$ cat src/rtl/regfile_dbg_pkg.sv
// Shared types and helpers for the register-unit debug dump reader.
package regfile_dbg_pkg;

    typedef enum logic [2:0] {
        IDLE,
        HEADER,
        FETCH,
        SEND,
        TRAILER,
        DONE
    } dump_state_t;

    localparam logic [7:0] DEF_SYNC_BYTE = 8'hA5;

    function automatic int byte_count(input int xlen);
        return xlen / 8;
    endfunction

endpackage

$ cat src/rtl/regfile_dump_reader_serializer.sv
// Holds the bytes of one register word that are still to be sent, LSB first.
module word_byte_serializer
    import regfile_dbg_pkg::*;
#(
    parameter int XLEN = 32
) (
    input  logic            i_clk,
    input  logic            i_rst,
    input  logic            i_load,
    input  logic [XLEN-1:0] i_word,
    input  logic            i_advance,
    output logic [7:0]      o_next,
    output logic            o_last
);

    localparam int NB = byte_count(XLEN);
    localparam int CW = (NB > 1) ? $clog2(NB) : 1;

    logic [XLEN-1:0] r_rest;
    logic [CW-1:0]   r_cnt;

    // Byte 0 goes straight out on load; r_rest keeps only the bytes behind it.
    always_ff @(posedge i_clk or posedge i_rst) begin
        if (i_rst) begin
            r_rest <= '0;
            r_cnt  <= '0;
        end else if (i_load) begin
            r_rest <= i_word >> 8;
            r_cnt  <= '0;
        end else if (i_advance && !o_last) begin
            r_rest <= r_rest >> 8;
            r_cnt  <= r_cnt + 1'b1;
        end
    end

    assign o_next = r_rest[7:0];
    assign o_last = (r_cnt == CW'(NB - 1));

endmodule

$ cat src/rtl/regfile_dump_reader.sv
// Walks every register through one read port and streams header,
// register bytes and an XOR checksum over a valid/ready byte interface.
module regfile_dump_reader
    import regfile_dbg_pkg::*;
#(
    parameter int          NUM_REGS  = 32,
    parameter int          XLEN      = 32,
    parameter logic [7:0]  SYNC_BYTE = DEF_SYNC_BYTE,
    localparam int         AW = (NUM_REGS > 1) ? $clog2(NUM_REGS) : 1
) (
    input  logic            CLK,
    input  logic            RST,
    input  logic            DRStart,
    output logic [AW-1:0]   DRAddr,
    input  logic [XLEN-1:0] DRData,
    output logic            DRHold,
    output logic [7:0]      DRByte,
    output logic            DRValid,
    input  logic            DRReady,
    output logic            DRBusy,
    output logic            DRDone
);

    dump_state_t   r_state;
    logic [AW-1:0] r_index;
    logic [7:0]    r_chk;
    logic [7:0]    r_byte;
    logic          r_valid;
    logic          r_busy;
    logic          r_done;

    logic          w_xfer;
    logic          w_load;
    logic          w_advance;
    logic          w_last;
    logic [7:0]    w_next;

    assign w_xfer    = r_valid && DRReady;
    assign w_load    = (r_state == FETCH);
    assign w_advance = (r_state == SEND) && w_xfer;

    word_byte_serializer #(
        .XLEN(XLEN)
    ) u_ser (
        .i_clk    (CLK),
        .i_rst    (RST),
        .i_load   (w_load),
        .i_word   (DRData),
        .i_advance(w_advance),
        .o_next   (w_next),
        .o_last   (w_last)
    );

    always_ff @(posedge CLK or posedge RST) begin
        if (RST) begin
            r_state <= IDLE;
            r_index <= '0;
            r_chk   <= '0;
            r_byte  <= '0;
            r_valid <= 1'b0;
            r_busy  <= 1'b0;
            r_done  <= 1'b0;
        end else begin
            r_done <= 1'b0;
            unique case (r_state)
                IDLE: begin
                    if (DRStart) begin
                        r_state <= HEADER;
                        r_busy  <= 1'b1;
                        r_valid <= 1'b1;
                        r_byte  <= SYNC_BYTE;
                    end
                end
                HEADER: begin
                    if (w_xfer) begin
                        r_state <= FETCH;
                        r_valid <= 1'b0;
                    end
                end
                FETCH: begin
                    r_state <= SEND;
                    r_valid <= 1'b1;
                    r_byte  <= DRData[7:0];
                end
                SEND: begin
                    if (w_xfer) begin
                        r_chk <= r_chk ^ r_byte;
                        if (!w_last) begin
                            r_byte <= w_next;
                        end else if (r_index == AW'(NUM_REGS - 1)) begin
                            // Trailer folds in the byte leaving on this edge.
                            r_state <= TRAILER;
                            r_byte  <= r_chk ^ r_byte;
                        end else begin
                            r_index <= r_index + 1'b1;
                            r_state <= FETCH;
                            r_valid <= 1'b0;
                        end
                    end
                end
                TRAILER: begin
                    if (w_xfer) begin
                        r_state <= DONE;
                        r_valid <= 1'b0;
                        r_done  <= 1'b1;
                    end
                end
                DONE: begin
                    r_state <= IDLE;
                    r_busy  <= 1'b0;
                    r_index <= '0;
                    r_chk   <= '0;
                end
                default: r_state <= IDLE;
            endcase
        end
    end

    assign DRAddr  = r_index;
    assign DRHold  = r_busy;
    assign DRBusy  = r_busy;
    assign DRByte  = r_byte;
    assign DRValid = r_valid;
    assign DRDone  = r_done;

endmodule

$ cat config.mk
export PLATFORM = sky130hd
export DESIGN_NAME = regfile_dump_reader
export DESIGN_NICKNAME = d
export VERILOG_FILES = /design/src/rtl/regfile_dbg_pkg.sv /design/src/rtl/regfile_dump_reader_serializer.sv /design/src/rtl/regfile_dump_reader.sv
export SDC_FILE = /design/constraint.sdc
export NUM_CORES = 1
export LEC_CHECK = 0
export ABC_AREA = 1
export CAP_MARGIN = 20
export CORE_MARGIN = 3
export CORE_UTILIZATION = 40
export DETAILED_ROUTE_END_ITERATION = 10
export GPL_TIMING_DRIVEN = 0
export SYNTH_ARGS = -nofsm -noshare
export SYNTH_HDL_FRONTEND = slang
export SYNTH_SLANG_ARGS = --single-unit
$ cat constraint.sdc
create_clock -name CLK -period 3.44 [get_ports CLK]
set_input_delay 0.688 -clock CLK [delete_from_list [all_inputs] [get_ports CLK]]
set_output_delay 0.688 -clock CLK [all_outputs]
set_load 0.01 [all_outputs]
Yosys cells after proc, flatten, opt, wreduce, memory -nomap -nowiden
Cells that the tools add are included.
{ "op_classes": {"add_sub_neg": 2, "n_eq_ne": 15, "mux": 31, "bitwise": 1, "n_reduce_logical": 17} }
{ "op_table": {"columns": ["op", "n"], "rows": [
  ["$mux 32", 2],
  ["$mux 8", 5],
  ["$pmux 8 s3", 1],
  ["$mux 3", 6],
  ["$pmux 8 s2", 1],
  ["$mux 5", 3],
  ["$pmux 3 s5", 1],
  ["$ne 2x2->1 const B", 5],
  ["$pmux 5 s2", 1],
  ["$reduce_and 4->1", 2],
  ["$xor 8x8->8", 1],
  ["$mux 1", 7],
  ["$eq 3x2->1 const B", 2],
  ["$eq 3x3->1 const B", 2],
  ["$reduce_and 6->1", 1],
  ["$reduce_bool 2->1", 3],
  ["$add 5x1->5 const B", 1],
  ["$eq 5x5->1 const B", 1],
  ["$reduce_and 5->1", 1],
  ["$mux 2", 2],
  ["$ne 2x1->1 const B", 2],
  ["$pmux 1 s4", 1],
  ["$reduce_and 2->1", 2],
  ["$reduce_bool 4->1", 1],
  ["10 further kinds", 12]
]} }
{ "totals": {"regBits": 61, "inputBits": 36, "out_inout_bits": 17, "word_cells": 75} }

Longest topological paths before layout
Gate-level depths: netlist of run 1.
{ "depth": {"depth_word": 5, "mapped_depth": 10, "depth_no_buf": 10} }

Modules after synthesis
Synthesis of run 1 repeated with hierarchy kept, for this count alone.
{ "hier_totals": {"cells_unflattened": 383, "area_unflattened_um2": 2901.5} }
{ "by_module_without_submodules": {"columns": ["module", "instances", "cells_each", "area_per_inst_um2", "seq_area_each_um2"], "rows": [
  ["regfile_dump_reader", 1, 210, 1560.2, 675.6],
  ["word_byte_serializer", 1, 173, 1341.3, 650.6]
]} }

Worst setup path before layout of run 1
Ideal clock, no wire load.
{ "synth_timing": {"kind": "reg-to-reg", "startpoint": "register r_index[0] (netlist: DRAddr[0])", "endpoint": "register r_byte[0] (netlist: DRByte[0])", "setup_time_ps": 65, "arrival_time_ps": 1612, "required_ps": 3375, "path_slack_ps": 1763, "path_stages_with_launch": 11, "path_buffers": 0, "period_less_slack_ps": 1677, "cell_sequence": "dfrtp_1 -> ha_1 -> inv_1 -> nor3_1 -> ha_1 -> inv_1 -> nand3_1 -> nand2_1 -> nor2_2 -> nand2_1 -> nand2_1"} }
{ "synth_between": {"elab_chain_cells": 3} }
{ "synth_lines": {"columns": ["item", "line", "text"], "rows": [
  ["from (decl)", "regfile_dump_reader.sv:25", "logic [AW-1:0] r_index;"],
  ["from (signal assigned)", "regfile_dump_reader.sv:95", "r_index <= r_index + 1'b1;"],
  ["$eq 5x5->1", "regfile_dump_reader.sv:90", "end else if (r_index == AW'(NUM_REGS - 1)) begin"],
  ["$ne 3x3->1 (no source line)", null, null],
  ["$reduce_and 4->1 (no source line)", null, null],
  ["to (signal assigned)", "regfile_dump_reader.sv:83", "r_byte <= DRData[7:0];"],
  ["to (signal assigned)", "regfile_dump_reader.sv:89", "r_byte <= w_next;"],
  ["to (signal assigned)", "regfile_dump_reader.sv:93", "r_byte <= r_chk ^ r_byte;"],
  ["to (decl)", "regfile_dump_reader.sv:27", "logic [7:0] r_byte;"]
]} }
Every way passes these cells.
A chain may end at the register's enable or synchronous reset.

Worst setup path after layout of run 1
{ "layout_timing": {"startpoint": "register r_index[0] (netlist: DRAddr[0])", "endpoint": "output DRAddr[0]"} }
{ "layout_rtl": {"columns": ["item", "line", "text"], "rows": [
  ["to (decl)", "regfile_dump_reader.sv:14", "output logic [AW-1:0] DRAddr,"]
]} }
No word-level cell between the ends.

==> metrics.txt, run 1 <==
status=finished clean; hold path depth=2; CTS Root Cell=clkbuf_8; Max Transition Viols Final=0; die area=approximately 8100 um2; Int Pwr=about 1.6 mW; GR Overflow Total=0; Hold Path Class=flip-flop to flip-flop; Synth Cell Area=about 2800 um2; Reg2Reg Depth=10; drt initial violations=49; Slew HR=between 60% and 70%; Top delay family on crit path=buffers and inverters; FF/Latch Area=1330 um2; total power=~2.9 mW; hold slack final=roughly 0.49 ns; clk buf depth=2; post-CTS sizing=0; RD Place Congestion=between 0.8 and 0.9; worst skew pair latency=0.31 ns; most used flip-flop cell after synthesis=dfrtp_1; clock net sink count=53; setup violators final=0; multi-input logic area=~1300 um2; CTS Hold Bufs=0; Critical Path Max Stage Delay=approximately 0.57 ns; Final TNS setup=0 ns; Via-to-Cell Ratio=between 4 and 5; CP Buf/Inv Count=1; Fill cells=about 650; layout cells sized above 1=about a tenth; period utilization=~59%; Synth top cells by count=140 x nand2_1, 53 x dfrtp_1, 27 x inv_1, 25 x o21ai_1, 22 x o21ai_0; Critical Path AT=about 1.3 ns; fmax=~0.5 GHz; postcts setup bufs=0; dpl cells=between 500 and 600; clk slew on worst S/H paths=roughly 0.10 ns; worst vdd ir=about 300 uV; Post-DRT Antenna Nets=0; WP data required=between 2 and 3 ns; post-layout worst setup margin=1.43 ns; worst-path cell chain=clkdlybuf4s50_1; Core Footprint=6570 um2; Leak Pwr=1.67 nW; CTS Buf Count=5; clock share of power=~12%; Residual DRC=0; ys async rst share=100%; htree depth=2; Pwr per Cell Area=804 nW/um2; PortBufs=52; leading area contributor after synthesis=dfrtp_1; area grow syn2layout=26.4%; I/O pin cnt=53; CP Class=flip-flop to primary output; Least-Margin Pin Slew=0.477 ns; drt total wl=just over 6000 um; Tmin final=2.01 ns; Nets=456; HP Start=u_ser.r_cnt[1]$_DFFE_PP0P_; ANT cells=0; routed len/inst=12.1 um; Syn Nets=just under 400; Starting Density=a little over two fifths; total global routing track utilization=between 10% and 20%; synth warn=0; Net Sw Frac=roughly 43%; chip width=between 80 and 90 um; Seq cells post-synth=between 50 and 60; EDFF count, synth=0; Seq pwr share=~36%; R2R Path Start=DRAddr[0]$_DFFE_PP0P_; routed vias=approximately 2400; largest net degree at the start of global routing=38; count leader, synth=nand2_1; Synth area leaders=dfrtp_1 47%, nand2_1 19%, o21ai_1 4.4%; post-synthesis instance total=357; Setup WS pre-CTS=1.26 ns; Max Cap Viol=0; number of global-route vias before repair=between 2000 and 2500; nature of the critical path endpoint=primary output; share of the synthesized area in the top cell type=a little under half; CP Launch Type=flip-flop; Clock Skew=~0.0079 ns; Crit Path Max Fanout=6; distinct cell type count after synthesis=31; num rows=29; post-synthesis sequential area ratio=~47%; final count of hold timing violations=0; net switching power=about 1.2 mW; Avg Synthesized Cell Area=around 8 um2; RSZ-0062 raised after global routing=false; first-pass GRT wire length=~11000 um; Cell Count, Final, Fillers Out=~500; Logic pwr share=roughly half; clock tree from TritonCTS=yes; worst setup path startpoint=DRAddr[0]$_DFFE_PP0P_; Detailed Routing Iterations Pass 1=4; die height=about 90 um; WP depth=1; DP HPWL=4620 um; CP max stage cell=clkdlybuf4s50_1; initial antenna violation count=0
==> cell families after synthesis <==
family                     synth area share [%]
AOI/OAI and AO/OA                          12.1
xor gates and xnor gates                   2.80
adders and majority gates                  1.33
buffers and inverters                      8.44
DFF                                        47.1
and+or+nand+nor                            28.2
==> flip-flops by register name, summed over array words and instances, names as in the netlist <==
register / flops
DRAddr: 5
DRBusy: 1
DRByte: 8
DRDone: 1
DRValid: 1
r_chk: 8
r_state: 3
u_ser.r_cnt: 2
u_ser.r_rest: 24
==> stage by stage <==
| step | instance area, um2 | utilization, % |
|---|---|---|
| 4_1_cts | 3560 | 54.2 |
| 3_5_place_dp | 3470 | 52.9 |
| 3_3_place_gp | 3450 | 52.6 |
| 6_report | 3560 | 54.2 |
| 5_1_grt | 3560 | 54.2 |
| 2_1_floorplan | 2820 | - |
==> layer usage <==
metal	up-vias	wire length (um)	global-route usage, %
met4	0	82	4.59
met3	7	212	2.25
met2	47	2760	25.7
met5	-	0	0
met1	1073	3110	22.0
li1	1254	-	-
==> path summary, 6_finish.rpt <==
check / end / slack [ns]
setup / recovery: DRAddr[0] / 1.43
hold / removal: u_ser.r_cnt[1]$_DFFE_PP0P_ / 0.49
setup reg to reg: DRByte[6]$_DFFE_PP0P_ / 1.45
hold reg to reg: u_ser.r_cnt[1]$_DFFE_PP0P_ / 0.49
max in group asynchronous: DRByte[7]$_DFFE_PP0P_ / 2.25
min in group asynchronous: u_ser.r_rest[14]$_DFFE_PP0P_ / 0.67
==> layout make-up <==
cell class / count / share of cell area, %
flip-flops and latches: 53 / 37.3
inverters: 31 / 3.55
multi-input cells: 258 / 35.2
plain buffers: 15 / 3.13
clock buffers: 5 / 1.93
clock inverters: 3 / 0.492
repair buffers: 53 / 15.2
well taps: 93 / 3.27
==> layout by cell type (no fill, tap or decap), types with 3 or more instances in the layout <==
cell	n
nand2_1	140
dfrtp_1	53
clkdlybuf4s50_1	52
inv_1	26
o21ai_1	25
o21ai_0	22
nand3_1	17
a21oi_1	14
xnor2_1	8
nor2_1	6
buf_2	5
buf_6	5
clkbuf_8	5
nand4_1	4
buf_4	3
o21ai_2	3
ha_1	3
==> power by group through the flow <==
stage	clock network [mW]	registers, mW	logic [mW]
after global placement	0	1.04	1.47
after global routing	0.379	1.06	1.71
after detailed placement	0	1.05	1.49
final	0.353	1.03	1.48
after floorplan	0	1.05	1.06
after CTS	0.363	1.03	1.50
(Power assumes the default switching activity.)
==> run 2, diff against run 1 <==
PLACE_DENSITY = 0.66   (was default)
clock period = 1.7 ns   (was 3.44 ns; I/O delays follow)
==> run 2 against run 1 <==
  * Cell area increased by 3.3%
  * Clock-buffer cell count unchanged
  * Via count increased by 1.3%
  * Die area unchanged
  * Clock skew decreased by 0.0036 ns
  * Largest power group unchanged
==> metrics.txt, run 2 (synthesis results as in run 1) <==
CTS Root Cell=clkbuf_8; Critical Path Max Stage Delay=0.55 ns (-0.02 ns); Via-to-Cell Ratio=4.66 (about the same); drt initial violations=86 (+76%); Tmin final=1.61 ns; most frequent cells in the layout=139 x nand2_1, 51 x dfrtp_1, 49 x clkdlybuf4s50_1; nature of the critical path endpoint=primary output; Placed Area=3470 um2 (unchanged); CP max stage cell=clkdlybuf4s50_1; Final Instance Area=3680 um2 (+3.3%); Pwr per Cell Area=1620 nW/um2 (+100%); Residual DRC=0 (unchanged); largest net degree at the start of global routing=40 (+5.3%); routed vias=2411 (+1.3%); GR met2 Demand/Resource=27.8% (+2.1 points); ANT cells=0 (unchanged); number of global-route vias before repair=2431 (+7.1%); clock tree from TritonCTS=yes; first-pass GRT wire length=11200 um (+4.7%); Post-DRT Antenna Nets=0 (unchanged); CP Launch Type=flip-flop; I/O pin cnt=53 (unchanged); most crowded layer after global routing=met2; total power=5.95 mW (+110%); WP data required=1.36 ns (-1.39 ns); Crit Path Max Fanout=6 (unchanged); worst vdd ir=615 uV (+100%); Hold Path Class=input port to asynchronous set/reset pin; clk slew on worst S/H paths=0.10 ns (about the same); Clock Skew=0.00430 ns (-0.00356 ns); initial antenna violation count=0 (unchanged); status=finished clean; CP Class=flip-flop to primary output; die area=8080 um2 (unchanged); GR Overflow Total=0 (unchanged); Critical Path AT=1.27 ns (-0.05 ns); layout cells sized above 1=13.7% (+3.9 points); routed len/inst=12.0 um (-0.41%); Largest Register=u_ser.r_rest; area grow syn2layout=30.6%; setup violators final=0 (unchanged); worst-path cell chain=clkdlybuf4s50_1; total global routing track utilization=16.2% (+0.45 points); met1 Use GR=21.8% (-0.16 points); chip width=89.9 um (unchanged); PortBufs=52 (unchanged); RD Place Congestion=0.829 (+3.2%); DP HPWL=4620 um (about the same); worst skew pair latency=0.30 ns (about the same); Top delay family on crit path=buffers and inverters; CTS Hold Bufs=0 (unchanged); Leak Pwr=1.72 nW (+2.7%); max reg flops=24 (unchanged); Max Cap Viol=0 (unchanged); Starting Density=42.9% (unchanged); drt total wl=6220 um (+0.76%); most common cell after layout, fill and taps aside=nand2_1; CP Buf/Inv Count=1 (unchanged); clk buf depth=2 (unchanged); clock net sink count=53 (unchanged); dpl cells=503 (unchanged); Core Footprint=6570 um2 (unchanged); num rows=29 (unchanged); Detailed Routing Iterations Pass 1=4 (unchanged); fmax=0.622 GHz; die height=89.9 um (unchanged); Nets=462 (+1.3%); Util after Layout=56.0% (+1.8 points); met3 usage=3.09% (+0.83 points); Slew HR=66.0% (-2.2 points); Least-Margin Pin Slew=0.506 ns (+0.0291 ns); htree depth=2 (unchanged); period utilization=94.5%; Max Transition Viols Final=0 (unchanged); CTS Buf Count=5 (unchanged); Cell Count, Final, Fillers Out=517 (+1.2%); final count of hold timing violations=0 (unchanged)
## run 2: cell types whose count changed in the layout (fill, tap and decap cells not counted), moves of 2 or more
| cell | previous run | this run |
|---|---|---|
| inv_1 | 26 | 24 |
| buf_4 | 3 | 8 |
| dlymetal6s2s_1 | 0 | 2 |
| clkinv_2 | 2 | 0 |
| inv_2 | 2 | 4 |
| dfrtp_1 | 53 | 51 |
| clkbuf_2 | 0 | 2 |
| clkbuf_1 | 2 | 0 |
| nand2_4 | 2 | 4 |
| dfrtp_2 | 0 | 2 |
| clkdlybuf4s50_1 | 52 | 49 |
| ha_1 | 3 | 1 |
## run 2: cell type report
cell class | count | area [um2]
Fill cell | 643 | 2890
Sequential cell | 53 | 1330
Clock buffer | 5 | 68.8
Clock inverter | 3 | 26.3
Timing Repair Buffer | 58 | 582
Tap cell | 93 | 116
Inverter | 31 | 126
Buffer | 15 | 114
Multi-Input combinational cell | 259 | 1320
## run 2: power by group
part | internal, mW | switching (mW) | total, mW
Clock | 0.300 | 0.436 | 0.736
Combinational | 1.32 | 1.81 | 3.13
Sequential | 1.79 | 0.299 | 2.09
Total | 3.41 | 2.54 | 5.95
## run 2: per-stage QoR
| step | worst slack, ns | hold WS [ns] | TNS (ns) |
|---|---|---|---|
| after floorplan | 0.0227 | 0.446 | 0 |
| after detailed placement | -0.291 | 0.472 | -4.54 |
| final | 0.0929 | 0.302 | 0 |
| after global routing | -0.00422 | 0.319 | -0.00422 |
| after CTS | 0.00000711 | 0.305 | 0 |
| after global placement | -1.02 | 0.464 | -57.39 |
## run 2: per-layer routing
| layer | share of wire (%) | up-vias |
|---|---|---|
| li1 | - | 1272 |
| met1 | 49 | 1083 |
| met2 | 46 | 52 |
| met3 | 4.8 | 4 |
| met4 | 0.58 | 0 |
| met5 | 0 | - |
## run 2: worst paths after layout
kind / start / end / cells past startpoint / slack (ns)
hold reg to reg: u_ser.r_cnt[1]$_DFFE_PP0P_ / u_ser.r_cnt[1]$_DFFE_PP0P_ / 2 / 0.49
max in group asynchronous: RST / DRAddr[0]$_DFFE_PP0P_ / 3 / 0.87
setup / recovery: DRAddr[2]$_DFFE_PP0P_ / DRAddr[2] / 1 / 0.09
hold / removal: RST / u_ser.r_rest[23]$_DFFE_PP0P_ / 2 / 0.30
setup reg to reg: DRAddr[1]$_DFFE_PP0P_ / DRByte[4]$_DFFE_PP0P_ / 10 / 0.12
min in group CLK: u_ser.r_cnt[1]$_DFFE_PP0P_ / u_ser.r_cnt[1]$_DFFE_PP0P_ / 2 / 0.49
## run 2: timing repair
item / 4_1_cts / 5_1_grt
hold endpoints to repair: 0 / 0
gates resized for setup: 5 / 18
cloned: 0 / 1
endpoints found under the setup margin: 8 / 19
pin swaps: 2 / 9
setup buffers: 3 / 2
